--- config.mk ---
export PLATFORM = sky130hd
export DESIGN_NAME = risc_controller_flat
export DESIGN_NICKNAME = d
export VERILOG_FILES = /design/src/rtl/risc_pkg.sv /design/src/rtl/risc_controller_if.sv /design/src/rtl/instr_decoder.sv /design/src/rtl/risc_controller.sv /design/src/flat_wrapper.sv
export SDC_FILE = /design/constraint.sdc
export NUM_CORES = 1
export LEC_CHECK = 0
export ABC_AREA = 1
export BUFFER_PORTS_ARGS = -buffer_cell sky130_fd_sc_hd__buf_2
export CORE_MARGIN = 3
export CORE_UTILIZATION = 47
export DETAILED_ROUTE_END_ITERATION = 16
export GPL_TIMING_DRIVEN = 0
export PLACE_DENSITY = 0.84
export SLEW_MARGIN = 0
export SYNTH_ARGS = -nofsm -noshare
export SYNTH_HDL_FRONTEND = slang
export SYNTH_SLANG_ARGS = --single-unit
--- constraint.sdc ---
create_clock -name clk -period 5.7 [get_ports clk]
set_input_delay 0.285 -clock clk [delete_from_list [all_inputs] [get_ports clk]]
set_output_delay 0.285 -clock clk [all_outputs]
set_load 0.05 [all_outputs]
--- src/rtl/risc_pkg.sv ---
// rtl/risc_pkg.sv - shared types and encodings for the SRM sequencing controller
package risc_pkg;

    typedef enum logic [4:0] {
        S_RST, S_IF1, S_IF2, S_UPDATE_PC, S_DECODE,
        S_WRITE_IMM, S_GET_A, S_GET_B, S_EXEC, S_WRITE_REG,
        S_ADDR, S_LD_ADDR, S_MEM_RD, S_WB, S_MOVE, S_MEM_WR,
        S_BR, S_BL_WR, S_BX_RD, S_BX_PC, S_HALT
    } state_t;

    typedef enum logic [1:0] {
        NSEL_RN = 2'b00,
        NSEL_RD = 2'b01,
        NSEL_RM = 2'b10
    } nsel_t;

    localparam logic [2:0] OPC_BR  = 3'b001;
    localparam logic [2:0] OPC_BL  = 3'b010;
    localparam logic [2:0] OPC_LDR = 3'b011;
    localparam logic [2:0] OPC_STR = 3'b100;
    localparam logic [2:0] OPC_ALU = 3'b101;
    localparam logic [2:0] OPC_MOV = 3'b110;

    localparam logic [1:0] OP_MOV_REG = 2'b00;
    localparam logic [1:0] OP_MOV_IMM = 2'b10;
    localparam logic [1:0] OP_CMP     = 2'b01;
    localparam logic [1:0] OP_MEM     = 2'b00;
    localparam logic [1:0] OP_COND_BR = 2'b00;
    localparam logic [1:0] OP_BX      = 2'b00;
    localparam logic [1:0] OP_BLX     = 2'b10;
    localparam logic [1:0] OP_BL      = 2'b11;

    localparam logic [2:0] COND_B   = 3'b000;
    localparam logic [2:0] COND_BEQ = 3'b001;
    localparam logic [2:0] COND_BNE = 3'b010;
    localparam logic [2:0] COND_BLT = 3'b011;
    localparam logic [2:0] COND_BLE = 3'b100;

    localparam logic [1:0] MEM_NONE = 2'b00;
    localparam logic [1:0] MEM_RD   = 2'b01;
    localparam logic [1:0] MEM_WR   = 2'b10;

    localparam logic [1:0] VSEL_C     = 2'b00;
    localparam logic [1:0] VSEL_PC    = 2'b01;
    localparam logic [1:0] VSEL_IMM   = 2'b10;
    localparam logic [1:0] VSEL_MDATA = 2'b11;

    function automatic logic cond_taken(input logic [2:0] cond,
                                        input logic z, input logic n, input logic v);
        case (cond)
            COND_B:   cond_taken = 1'b1;
            COND_BEQ: cond_taken = z;
            COND_BNE: cond_taken = ~z;
            COND_BLT: cond_taken = n ^ v;
            COND_BLE: cond_taken = (n ^ v) | z;
            default:  cond_taken = 1'b0;
        endcase
    endfunction

endpackage

--- src/rtl/risc_controller_if.sv ---
// rtl/risc_controller_if.sv - instruction/data memory command bus
interface risc_controller_if #(
    parameter int data_width = 16,
    parameter int pc_width   = 9
);
    logic [1:0]            mem_cmd;
    logic [pc_width-1:0]   mem_addr;
    logic [data_width-1:0] read_data;

    modport master (output mem_cmd, output mem_addr, input read_data);
    modport slave  (input mem_cmd, input mem_addr, output read_data);
endinterface

--- src/rtl/instr_decoder.sv ---
// rtl/instr_decoder.sv - combinational field extraction and register select mux
module instr_decoder
    import risc_pkg::*;
#(
    parameter int data_width = 16
) (
    input  logic [data_width-1:0] ir,
    input  nsel_t                 nsel,
    output logic [2:0]            opcode,
    output logic [1:0]            op,
    output logic [2:0]            cond,
    output logic [data_width-1:0] sximm5,
    output logic [data_width-1:0] sximm8,
    output logic [1:0]            ALUop,
    output logic [1:0]            shift,
    output logic [2:0]            readnum,
    output logic [2:0]            writenum
);
    logic [2:0] reg_sel;

    assign opcode = ir[15:13];
    assign op     = ir[12:11];
    assign cond   = ir[10:8];
    assign ALUop  = ir[12:11];
    assign sximm5 = {{(data_width-5){ir[4]}}, ir[4:0]};
    assign sximm8 = {{(data_width-8){ir[7]}}, ir[7:0]};

    // Memory ops reuse IR[4:3] as offset bits, so the shifter must stay idle.
    assign shift = (opcode == OPC_LDR || opcode == OPC_STR) ? 2'b00 : ir[4:3];

    always_comb begin
        reg_sel = ir[10:8];
        case (nsel)
            NSEL_RD: reg_sel = ir[7:5];
            NSEL_RM: reg_sel = ir[2:0];
            default: reg_sel = ir[10:8];
        endcase
    end

    assign readnum  = reg_sel;
    assign writenum = reg_sel;
endmodule

--- src/rtl/risc_controller.sv ---
// rtl/risc_controller.sv - multicycle fetch/decode/execute sequencer for the SRM datapath
module risc_controller
    import risc_pkg::*;
#(
    parameter int data_width = 16,
    parameter int pc_width   = 9
) (
    input  logic                  clk,
    input  logic                  reset_n,
    risc_controller_if.master     mem,
    input  logic [data_width-1:0] regfile_out,
    input  logic [data_width-1:0] datapath_out,
    input  logic                  Z_out,
    input  logic                  N_out,
    input  logic                  V_out,
    output logic [pc_width-1:0]   PC,
    output logic [data_width-1:0] sximm5,
    output logic [data_width-1:0] sximm8,
    output logic [2:0]            readnum,
    output logic [2:0]            writenum,
    output logic [1:0]            ALUop,
    output logic [1:0]            shift,
    output logic                  write,
    output logic                  loada,
    output logic                  loadb,
    output logic                  loadc,
    output logic                  loads,
    output logic                  asel,
    output logic                  bsel,
    output logic [1:0]            vsel,
    output logic                  halted
);
    state_t                state, next_state;
    nsel_t                 nsel;
    logic [data_width-1:0] ir;
    logic [pc_width-1:0]   pc_reg;
    logic [pc_width-1:0]   data_addr;
    logic [2:0]            opcode, cond;
    logic [1:0]            op;
    logic                  taken;
    logic                  unused_hi;

    instr_decoder #(.data_width(data_width)) u_decoder (
        .ir       (ir),
        .nsel     (nsel),
        .opcode   (opcode),
        .op       (op),
        .cond     (cond),
        .sximm5   (sximm5),
        .sximm8   (sximm8),
        .ALUop    (ALUop),
        .shift    (shift),
        .readnum  (readnum),
        .writenum (writenum)
    );

    // BL shares the BR state but its cond field holds R7, so it is always taken.
    assign taken     = (opcode == OPC_BL) || cond_taken(cond, Z_out, N_out, V_out);
    assign PC        = pc_reg;
    assign unused_hi = ^{datapath_out[data_width-1:pc_width], regfile_out[data_width-1:pc_width]};

    always_ff @(posedge clk or negedge reset_n) begin
        if (!reset_n) state <= S_RST;
        else          state <= next_state;
    end

    always_ff @(posedge clk or negedge reset_n) begin
        if (!reset_n) begin
            pc_reg    <= '0;
            ir        <= '0;
            data_addr <= '0;
        end else begin
            case (state)
                S_IF2:       ir        <= mem.read_data;
                S_UPDATE_PC: pc_reg    <= pc_reg + {{(pc_width-1){1'b0}}, 1'b1};
                S_LD_ADDR:   data_addr <= datapath_out[pc_width-1:0];
                S_BR:        if (taken) pc_reg <= pc_reg + sximm8[pc_width-1:0];
                S_BX_PC:     pc_reg    <= regfile_out[pc_width-1:0];
                default: ;
            endcase
        end
    end

    always_comb begin
        next_state = S_HALT;
        case (state)
            S_RST:       next_state = S_IF1;
            S_IF1:       next_state = S_IF2;
            S_IF2:       next_state = S_UPDATE_PC;
            S_UPDATE_PC: next_state = S_DECODE;
            S_DECODE: begin
                case (opcode)
                    OPC_MOV: if (op == OP_MOV_IMM)      next_state = S_WRITE_IMM;
                             else if (op == OP_MOV_REG) next_state = S_GET_B;
                    OPC_ALU: next_state = S_GET_A;
                    OPC_LDR, OPC_STR: if (op == OP_MEM) next_state = S_GET_A;
                    OPC_BR:  if (op == OP_COND_BR)      next_state = S_BR;
                    OPC_BL:  if (op == OP_BL || op == OP_BLX) next_state = S_BL_WR;
                             else if (op == OP_BX)           next_state = S_BX_RD;
                    default: next_state = S_HALT;
                endcase
            end
            S_GET_A:     next_state = (opcode == OPC_ALU) ? S_GET_B : S_ADDR;
            S_GET_B:     next_state = (opcode == OPC_STR) ? S_MOVE : S_EXEC;
            S_EXEC:      next_state = (opcode == OPC_ALU && op == OP_CMP) ? S_IF1 : S_WRITE_REG;
            S_ADDR:      next_state = S_LD_ADDR;
            S_LD_ADDR:   next_state = (opcode == OPC_LDR) ? S_MEM_RD : S_GET_B;
            S_MEM_RD:    next_state = S_WB;
            S_MOVE:      next_state = S_MEM_WR;
            S_BL_WR:     next_state = (op == OP_BL) ? S_BR : S_BX_RD;
            S_BX_RD:     next_state = S_BX_PC;
            S_HALT:      next_state = S_HALT;
            S_WRITE_IMM, S_WRITE_REG, S_WB, S_MEM_WR, S_BR, S_BX_PC:
                         next_state = S_IF1;
            default:     next_state = S_RST;
        endcase
    end

    always_comb begin
        mem.mem_cmd  = MEM_NONE;
        mem.mem_addr = pc_reg;
        nsel         = NSEL_RN;
        write        = 1'b0;
        loada        = 1'b0;
        loadb        = 1'b0;
        loadc        = 1'b0;
        loads        = 1'b0;
        asel         = 1'b0;
        bsel         = 1'b0;
        vsel         = VSEL_C;
        halted       = 1'b0;
        case (state)
            S_IF1, S_IF2: mem.mem_cmd = MEM_RD;
            S_WRITE_IMM: begin
                write = 1'b1;
                vsel  = VSEL_IMM;
            end
            S_GET_A: loada = 1'b1;
            S_GET_B: begin
                loadb = 1'b1;
                nsel  = (opcode == OPC_STR) ? NSEL_RD : NSEL_RM;
            end
            S_EXEC: begin
                loadc = 1'b1;
                asel  = (opcode == OPC_MOV);
                loads = (opcode == OPC_ALU) && (op == OP_CMP);
            end
            S_WRITE_REG: begin
                write = 1'b1;
                nsel  = NSEL_RD;
            end
            S_ADDR: begin
                loadc = 1'b1;
                bsel  = 1'b1;
            end
            S_MEM_RD: begin
                mem.mem_cmd  = MEM_RD;
                mem.mem_addr = data_addr;
            end
            // Read stays asserted so mdata is still driven while it is written back.
            S_WB: begin
                mem.mem_cmd  = MEM_RD;
                mem.mem_addr = data_addr;
                write        = 1'b1;
                vsel         = VSEL_MDATA;
                nsel         = NSEL_RD;
            end
            S_MOVE: begin
                loadc = 1'b1;
                asel  = 1'b1;
            end
            S_MEM_WR: begin
                mem.mem_cmd  = MEM_WR;
                mem.mem_addr = data_addr;
            end
            S_BL_WR: begin
                write = 1'b1;
                vsel  = VSEL_PC;
            end
            S_BX_RD, S_BX_PC: nsel = NSEL_RD;
            S_HALT: halted = 1'b1;
            default: ;
        endcase
    end
endmodule

--- src/flat_wrapper.sv ---
// flat-port wrapper written by rule: the top's interface ports become plain ports
module risc_controller_flat import risc_pkg::*;
#(
    parameter int data_width = 16,
    parameter int pc_width   = 9
)
  (clk, reset_n, regfile_out, datapath_out, Z_out, N_out, V_out, PC, sximm5, sximm8, readnum, writenum, ALUop, shift, write, loada, loadb, loadc, loads, asel, bsel, vsel, halted, mem_mem_cmd, mem_mem_addr, mem_read_data);
  risc_controller_if #(.data_width(data_width), .pc_width(pc_width)) mem_i ();
  input  logic clk;
  input  logic reset_n;
  input  logic [data_width-1:0] regfile_out;
  input  logic [data_width-1:0] datapath_out;
  input  logic Z_out;
  input  logic N_out;
  input  logic V_out;
  output logic [pc_width-1:0] PC;
  output logic [data_width-1:0] sximm5;
  output logic [data_width-1:0] sximm8;
  output logic [2:0] readnum;
  output logic [2:0] writenum;
  output logic [1:0] ALUop;
  output logic [1:0] shift;
  output logic write;
  output logic loada;
  output logic loadb;
  output logic loadc;
  output logic loads;
  output logic asel;
  output logic bsel;
  output logic [1:0] vsel;
  output logic halted;
  output wire logic [$bits(mem_i.mem_cmd)-1:0] mem_mem_cmd;
  output wire logic [$bits(mem_i.mem_addr)-1:0] mem_mem_addr;
  input wire logic [$bits(mem_i.read_data)-1:0] mem_read_data;
  assign mem_mem_cmd = mem_i.mem_cmd;
  assign mem_mem_addr = mem_i.mem_addr;
  assign mem_i.read_data = mem_read_data;
  risc_controller #(.data_width(data_width), .pc_width(pc_width)) u_core (.clk(clk), .reset_n(reset_n), .mem(mem_i), .regfile_out(regfile_out), .datapath_out(datapath_out), .Z_out(Z_out), .N_out(N_out), .V_out(V_out), .PC(PC), .sximm5(sximm5), .sximm8(sximm8), .readnum(readnum), .writenum(writenum), .ALUop(ALUop), .shift(shift), .write(write), .loada(loada), .loadb(loadb), .loadc(loadc), .loads(loads), .asel(asel), .bsel(bsel), .vsel(vsel), .halted(halted));
endmodule
==> run_results.csv, run 1 <==
group,metric,value,unit
run_status,outcome,"complete, no violations",
min_path,hp-class,"input pin to asynchronous set/reset pin",
route,ant_nets,0,
clocking,postCtsHoldBufs,0,
route,wl_per_cell,13.62,um
timing,rsz0062_at_grt,"no",
floorplan,die_x,87.57,um
timing,layout_setup_ws,3.188,ns
clocking,insertion_delay,0.30,ns
route,drt_first_pass_iters,5,
clocking,cts_made_buffers,5,
final_layout,drive_gt1_share,35.03,%
clocking,post-cts-setup-buffer-count,0,
floorplan,dieArea,7668,um2
clocking,clkTransAtPathRegs,0.09,ns
synthesis,synth_nets,515,
route,routed_wl,8824,um
timing,holdWs,0.1308,ns
timing,fin_crit_sh,44.06,%
floorplan,start_util,48.96,%
pwr,power_density,725.9,nW/um2
setup_path,crit_path_start_kind,"flip-flop",
clocking,tritoncts,"yes",
global_route,grt_max_degree,40,
global_route,globalRoute.totalOverflow,0,
final_layout,area_growth,24.93,%
place,preCtsSetupSlack,3.225,ns
clocking,cts_resized,0,
floorplan,pin_count,125,
setup_path,startpoint,"u_core.state[1]",
route,drtIter0Drc,161,
pwr,p_leak,2.323,nW
clocking,ctsRootBufferMaster,"clkbuf_8",
route,post_drt_via_cell_ratio,5.076,
global_route,antenna_found_initial,0,
timing,slew-limit-headroom,37.09,%
setup_path,ff2ff_setup_slack,3.19,ns
synthesis,synth.largest_area_cell,"dfrtp_1",
global_route,grt_pass1_wl,13810,um
place,dp.cells,640,
timing,fin_tns_setup,0,ns
place,gp_congestion,0.9152,
final_layout,nFillCells,590,
route,wl_met2,4073,um
timing,timing.fmax,398.1,MHz
setup_path,required,5.90,ns
clocking,htree_levels,2,
floorplan,coreArea,6386,um2
synthesis,ys_ff_latch,39,
setup_path,worstReg2RegStart,"u_core.state[1]",
route,vias,3289,
final_layout,layout.nets,632,
pwr,peakVddDrop,627.5,uV
timing,tightestPinTransition,0.9436,ns
global_route,track_usage,23.02,%
synthesis,ys_seq_area_share,31.21,%
clocking,clockBufferDepth,2,
floorplan,die_h,87.57,um
synthesis,syn_area,3127,um2
timing,period_minus_slack,2.512,ns
place,port_buffers,110,
synthesis,synth.distinct_cells,31,
run,timing.max_cap.violations,0,
synthesis,synthTopCellsByArea,"dfrtp_1 31%, nand2_1 15%, buf_4 9.4%",
final_layout,stdcell_count,648,
timing,drv_slew,0,
global_route,grt_pass1_vias,2975,
route,top_layer_used,"met4",
route,met1Wirelength,3782,um
synthesis,synth_area_per_cell,6.902,um2
timing,setup_viol,0,
setup_path,cp-end-kind,"flip-flop",
final_layout,antenna_cells,0,
floorplan,rows,29,
synthesis,netlist_instances,453,
clocking,cts_sinks,39,
synthesis,synth_top_area_share,31.21,%
place,dp_hpwl,6987,um
timing,hold_violations,0,
timing,clock-skew-final,0.01246,ns
route,met3_length,749,um
setup_path,crit_fanout,7,
setup_path,crit_type,"flip-flop to flip-flop",
synthesis,yosys_warnings,0,
setup_path,crit_arrival,2.71,ns
route,drc,0,
==> worst max-delay path: stages (launching register included) <==
cell and delay, ns:
dfrtp_1 0.45, nor2_4 0.23, nand2_2 0.09, nor2_4 0.14, inv_2 0.09, or2_2 0.28
ha_1 0.22, inv_1 0.08, fa_1 0.20, inv_1 0.07, nand3_1 0.06, nand2_1 0.11
nand2_1 0.08, nand2_1 0.06, nand3_1 0.07, nand3_1 0.07, nand2_1 0.06, nand2_1 0.04
==> synthesized netlist by cell type (all sizes together) <==
cell and instances:
a21o 1, a21oi 22, buf 45, clkinv 1
dfrtp 39, fa 1, ha 8, inv 60
mux2 9, nand2 134, nand3 34, nand4 11
nor2 57, nor3 5, o2111ai 1, o211ai 1
o21ai 19, o22ai 1, or2 2, xnor2 1
xor2 1
==> through the flow <==
stage	total power, W	util [%]	instance area (um2)
2_1_floorplan	0.002128	-	3127
3_5_place_dp	0.002556	59.09	3774
6_report	0.002835	61.17	3906
4_1_cts	0.002846	61.17	3906
5_1_grt	0.003002	61.17	3906
3_3_place_gp	0.002516	59.09	3774
==> power breakdown <==
group / total (W) / switching [W] / internal [W]
clock: 0.000283 / 0.000108 / 0.000175
sequential: 0.000551 / 0.000148 / 0.000403
combinational: 0.00200 / 0.00142 / 0.000585
total: 0.00284 / 0.00167 / 0.00116
==> cell type report <==
type / count / area [um2] / area share, %
sequential: 39 / 975.9 / 24.98
timing repair buffer: 110 / 550.5 / 14.09
inverter: 61 / 230.2 / 5.894
tap: 77 / 96.34 / 2.466
multi-input combinational: 308 / 1563 / 40.01
buffer: 45 / 357.8 / 9.161
clock buffer: 6 / 72.57 / 1.858
clock inverter: 2 / 60.06 / 1.537
==> per-layer routing <==
layer / GRT usage, % / vias up
met5: 0 / -
met4: 8.089 / 0
met3: 3.669 / 24
met2: 38.36 / 163
met1: 30.33 / 1471
li1: - / 1631
==> registers in the layout, summed over array words and instances (netlist names) <==
name and cells:
u_core.ir 16, u_core.data_addr 9, u_core.state 5, u_core.PC 9
==> final timing paths <==
kind / cells past startpoint / to
min: 1 / u_core.state[2]
max: 17 / u_core.PC[8]
min reg2reg: 2 / u_core.data_addr[3]
max in group asynchronous: 1 / u_core.PC[1]
min in group clk: 3 / u_core.data_addr[7]
max reg2reg: 17 / u_core.PC[8]
==> placed cells by master (no fill, tap or decap), types with 2 or more instances in the layout <==
cell type	n
nor2_4	3
buf_6	4
mux2_2	7
bufinv_16	2
nand2_1	126
inv_1	54
buf_2	111
nor2_2	8
a21oi_1	22
buf_4	39
or2_2	2
nor2_1	46
clkbuf_8	5
ha_1	8
inv_2	6
nand4_1	11
mux2_4	2
nand2_2	4
nand2_4	4
nor3_1	5
o21ai_0	19
dfrtp_1	39
nand3_1	33
==> cell families after synthesis <==
family                     Yosys count  synth area share (%)
xor gates and xnor gates             2                0.5603
buffers and inverters              106                 18.81
adders and majority gates            9                 3.842
AOI/OAI and AO/OA                   45                 7.523
and+or+nand+nor                    243                 34.57
muxes                                9                 3.482
DFF                                 39                 31.21
(Power assumes the default switching activity.)
==> run 2, diff against run 1 <==
Settings changed: ABC_AREA 1 to 0, CORE_UTILIZATION 47 to 44, PLACE_DENSITY 0.84 to 0.83.
Clock period 5.7 ns to 2.1 ns, I/O delays scaled along.
==> run 2 against run 1 <==
Effect of this change:
- the flow now finishes with violations (negative setup slack)
- die area up 3.6%
- register-to-register slack worse by 3.8 ns
- clock-buffer cell count increased by 1
- clock skew is 0.0078 ns higher
- wire length grew 2.2%
- synthesized cell count shrank 28%
- synthesized area down 2.7%
- via count shrank 11%
- critical path depth shrank 6
- sequential share of layout area is 2.3 points lower
- global-route usage fell by 0.22 points
==> run_results.csv, run 2 <==
group,metric,value,unit
place,dp.cells,514,
synthesis,synth_area_per_cell,9.302,um2
timing,timing.fmax,371.5,MHz
synthesis,synth_most_common_cell,"dfrtp_1",
synthesis,netlist_instances,327,
final_layout,mostFrequentLayoutCells,"97 x buf_2, 57 x buf_4, 38 x dfrtp_1",
synthesis,ys_seq_area_share,32.09,%
setup_path,crit_end,"u_core.PC[8]",
floorplan,pin_count,125,
place,dp_hpwl,6423,um
setup_path,reg2reg_to,"u_core.PC[8]",
floorplan,die_h,89.15,um
final_layout,layout.nets,527,
clocking,tritoncts,"yes",
floorplan,rows,29,
clocking,clkTransAtPathRegs,0.10,ns
clocking,htree_levels,2,
final_layout,drive_gt1_share,54.94,%
synthesis,postSynth.asyncResetShare,100.0,%
final_layout,fin_area,4309,um2
route,vias,2917,
synthesis,synth.largest_area_cell,"dfrtp_1",
clocking,clockBufferDepth,2,
clocking,insertion_delay,0.30,ns
synthesis,synth_top_area_share,32.09,%
run,timing.max_cap.violations,0,
setup_path,crit_buf_inv,1,
global_route,globalRoute.totalOverflow,0,
route,drt_first_pass_iters,4,
timing,layout_setup_ws,-0.5919,ns
synthesis,synth_nets,389,
floorplan,die_x,89.15,um
min_path,hp-class,"input pin to flip-flop",
clocking,cts_sinks,39,
synthesis,synth.top_cells.by_count,"39 x dfrtp_1, 38 x buf_4, 23 x nor2_1",
synthesis,synthTopCellsByArea,"dfrtp_1 32%, buf_4 9.4%, mux2_2 7.8%",
global_route,track_usage,22.80,%
timing,setup_viol,13,
synthesis,syn_area,3042,um2
run_status,violations,"negative setup slack",
synthesis,ys_ff_latch,39,
setup_path,crit_cells,11,
route,post_drt_via_cell_ratio,5.372,
timing,period_minus_slack,2.692,ns
timing,drv_slew,0,
global_route,antenna_found_initial,0,
setup_path,ff2ff_setup_slack,-0.59,ns
final_layout,area_growth,41.67,%
global_route,grt_pass1_vias,2813,
setup_path,worstReg2RegStart,"u_core.state[1]",
final_layout,nFillCells,517,
setup_path,crit_arrival,2.88,ns
place,port_buffers,110,
synthesis,synth_flop_cell,"dfrtp_1",
final_layout,top_register,"u_core.ir",
synthesis,synth.distinct_cells,59,
timing,fin_crit_sh,128.2,%
clocking,ctsRootBufferMaster,"clkbuf_8",
timing,clock-skew-final,0.02027,ns
final_layout,antenna_cells,0,
route,drc,0,
timing,slew-limit-headroom,38.90,%
timing,tightestPinTransition,0.9165,ns
final_layout,largest_reg_flops,16,
floorplan,dieArea,7947,um2
setup_path,cp-end-kind,"flip-flop",
setup_path,crit_fanout,6,
final_layout,layout_commonest_cell,"buf_2",
setup_path,slowest_stage,"dfrtp_2",
timing,hold_violations,0,
timing,holdWs,0.008275,ns
setup_path,crit_family,"simple AND/OR/NAND/NOR gates",
synthesis,synth_edf_count,0,
synthesis,yosys_warnings,0,
final_layout,stdcell_count,543,
timing,rsz0062_at_grt,"yes",
setup_path,required,2.29,ns
global_route,grt_pass1_wl,14040,um
setup_path,startpoint,"u_core.state[1]",
floorplan,start_util,46.57,%
route,routed_wl,9020,um
setup_path,rr_worst_depth,11,
timing,fin_tns_setup,-4.083,ns
global_route,grt_max_degree,40,
route,wl_per_cell,16.61,um
route,drtIter0Drc,158,
setup_path,crit_path_start_kind,"flip-flop",
setup_path,slowest_delay,0.47,ns
clocking,cts_made_buffers,5,
place,gp_congestion,0.8615,
floorplan,coreArea,6531,um2
setup_path,crit_chain,"nor3_4 > and2_4 > buf_6 > nand2_4 > fa_2 > nand2b_4 > a211oi_4 > o41a_1 > xnor2_2 > nor3b_1 > a2111oi_2",
setup_path,crit_type,"flip-flop to flip-flop",
run_status,outcome,"finished, violations left",
route,ant_nets,0,
place,placed_area,3754,um2
-- run 2: stage by stage --
step	setup WS, ns	utilization (%)
4_1_cts	-0.6783	64.64
3_5_place_dp	-0.7934	57.47
2_1_floorplan	-0.5345	-
6_report	-0.5919	65.98
3_3_place_gp	-0.7175	57.47
5_1_grt	-0.6884	65.98
-- run 2: worst min path at each step --
| stage | cells past startpoint | end | slack [ns] | start |
|---|---|---|---|---|
| after floorplan | 0 | u_core.PC[0] | -0.19 | reset_n |
| after global placement | 1 | u_core.data_addr[3] | 0.26 | reset_n |
| after detailed placement | 1 | u_core.data_addr[5] | 0.30 | reset_n |
| after CTS | 2 | u_core.data_addr[1] | 0.01 | datapath_out[1] |
| after global routing | 2 | u_core.data_addr[0] | 0.02 | datapath_out[0] |
| final | 2 | u_core.data_addr[1] | 0.008 | datapath_out[1] |
-- run 2: metal layers --
metal / up-vias / global-route usage [%] / routed length (um)
met5: - / 0 / 0
met2: 119 / 38.38 / 4377
met4: 0 / 6.089 / 138
met3: 13 / 4.793 / 676
met1: 1388 / 29.81 / 3828
li1: 1397 / - / -
-- run 2: kinds of logic after synthesis --
family          synth area share, %
buf+inv                       12.67
mux                           14.03
fa+ha+maj                     3.949
xor+xnor                      2.304
flops                         32.09
simple gates                  20.45
compound gates                14.52
-- run 2: final cells by class --
cell class,instances,area (um2),share of cell area [%]
Buffer,52,396.6,9.204
Clock buffer,7,96.34,2.236
Clock inverter,1,7.507,0.1742
Inverter,5,21.27,0.4936
Multi-Input combinational cell,229,1864,43.26
Sequential cell,39,977.2,22.68
Tap cell,77,96.34,2.236
Timing Repair Buffer,133,849.6,19.72
-- run 2: repair_timing --
| item | CTS | global route |
|---|---|---|
| setup buffers | 16 | 6 |
| endpoints found under the setup margin | 24 | 30 |
| endpoints found under the hold margin | 39 | 0 |
| hold buffers | 1 | 0 |
| pin swaps | 17 | 15 |
| gates resized for setup | 66 | 22 |
| cloned | 1 | 0 |
Power of run 2 is left out: the tool's default activity adds up to more than one toggle a clock period on the data nets, which glitch-free logic cannot reach.
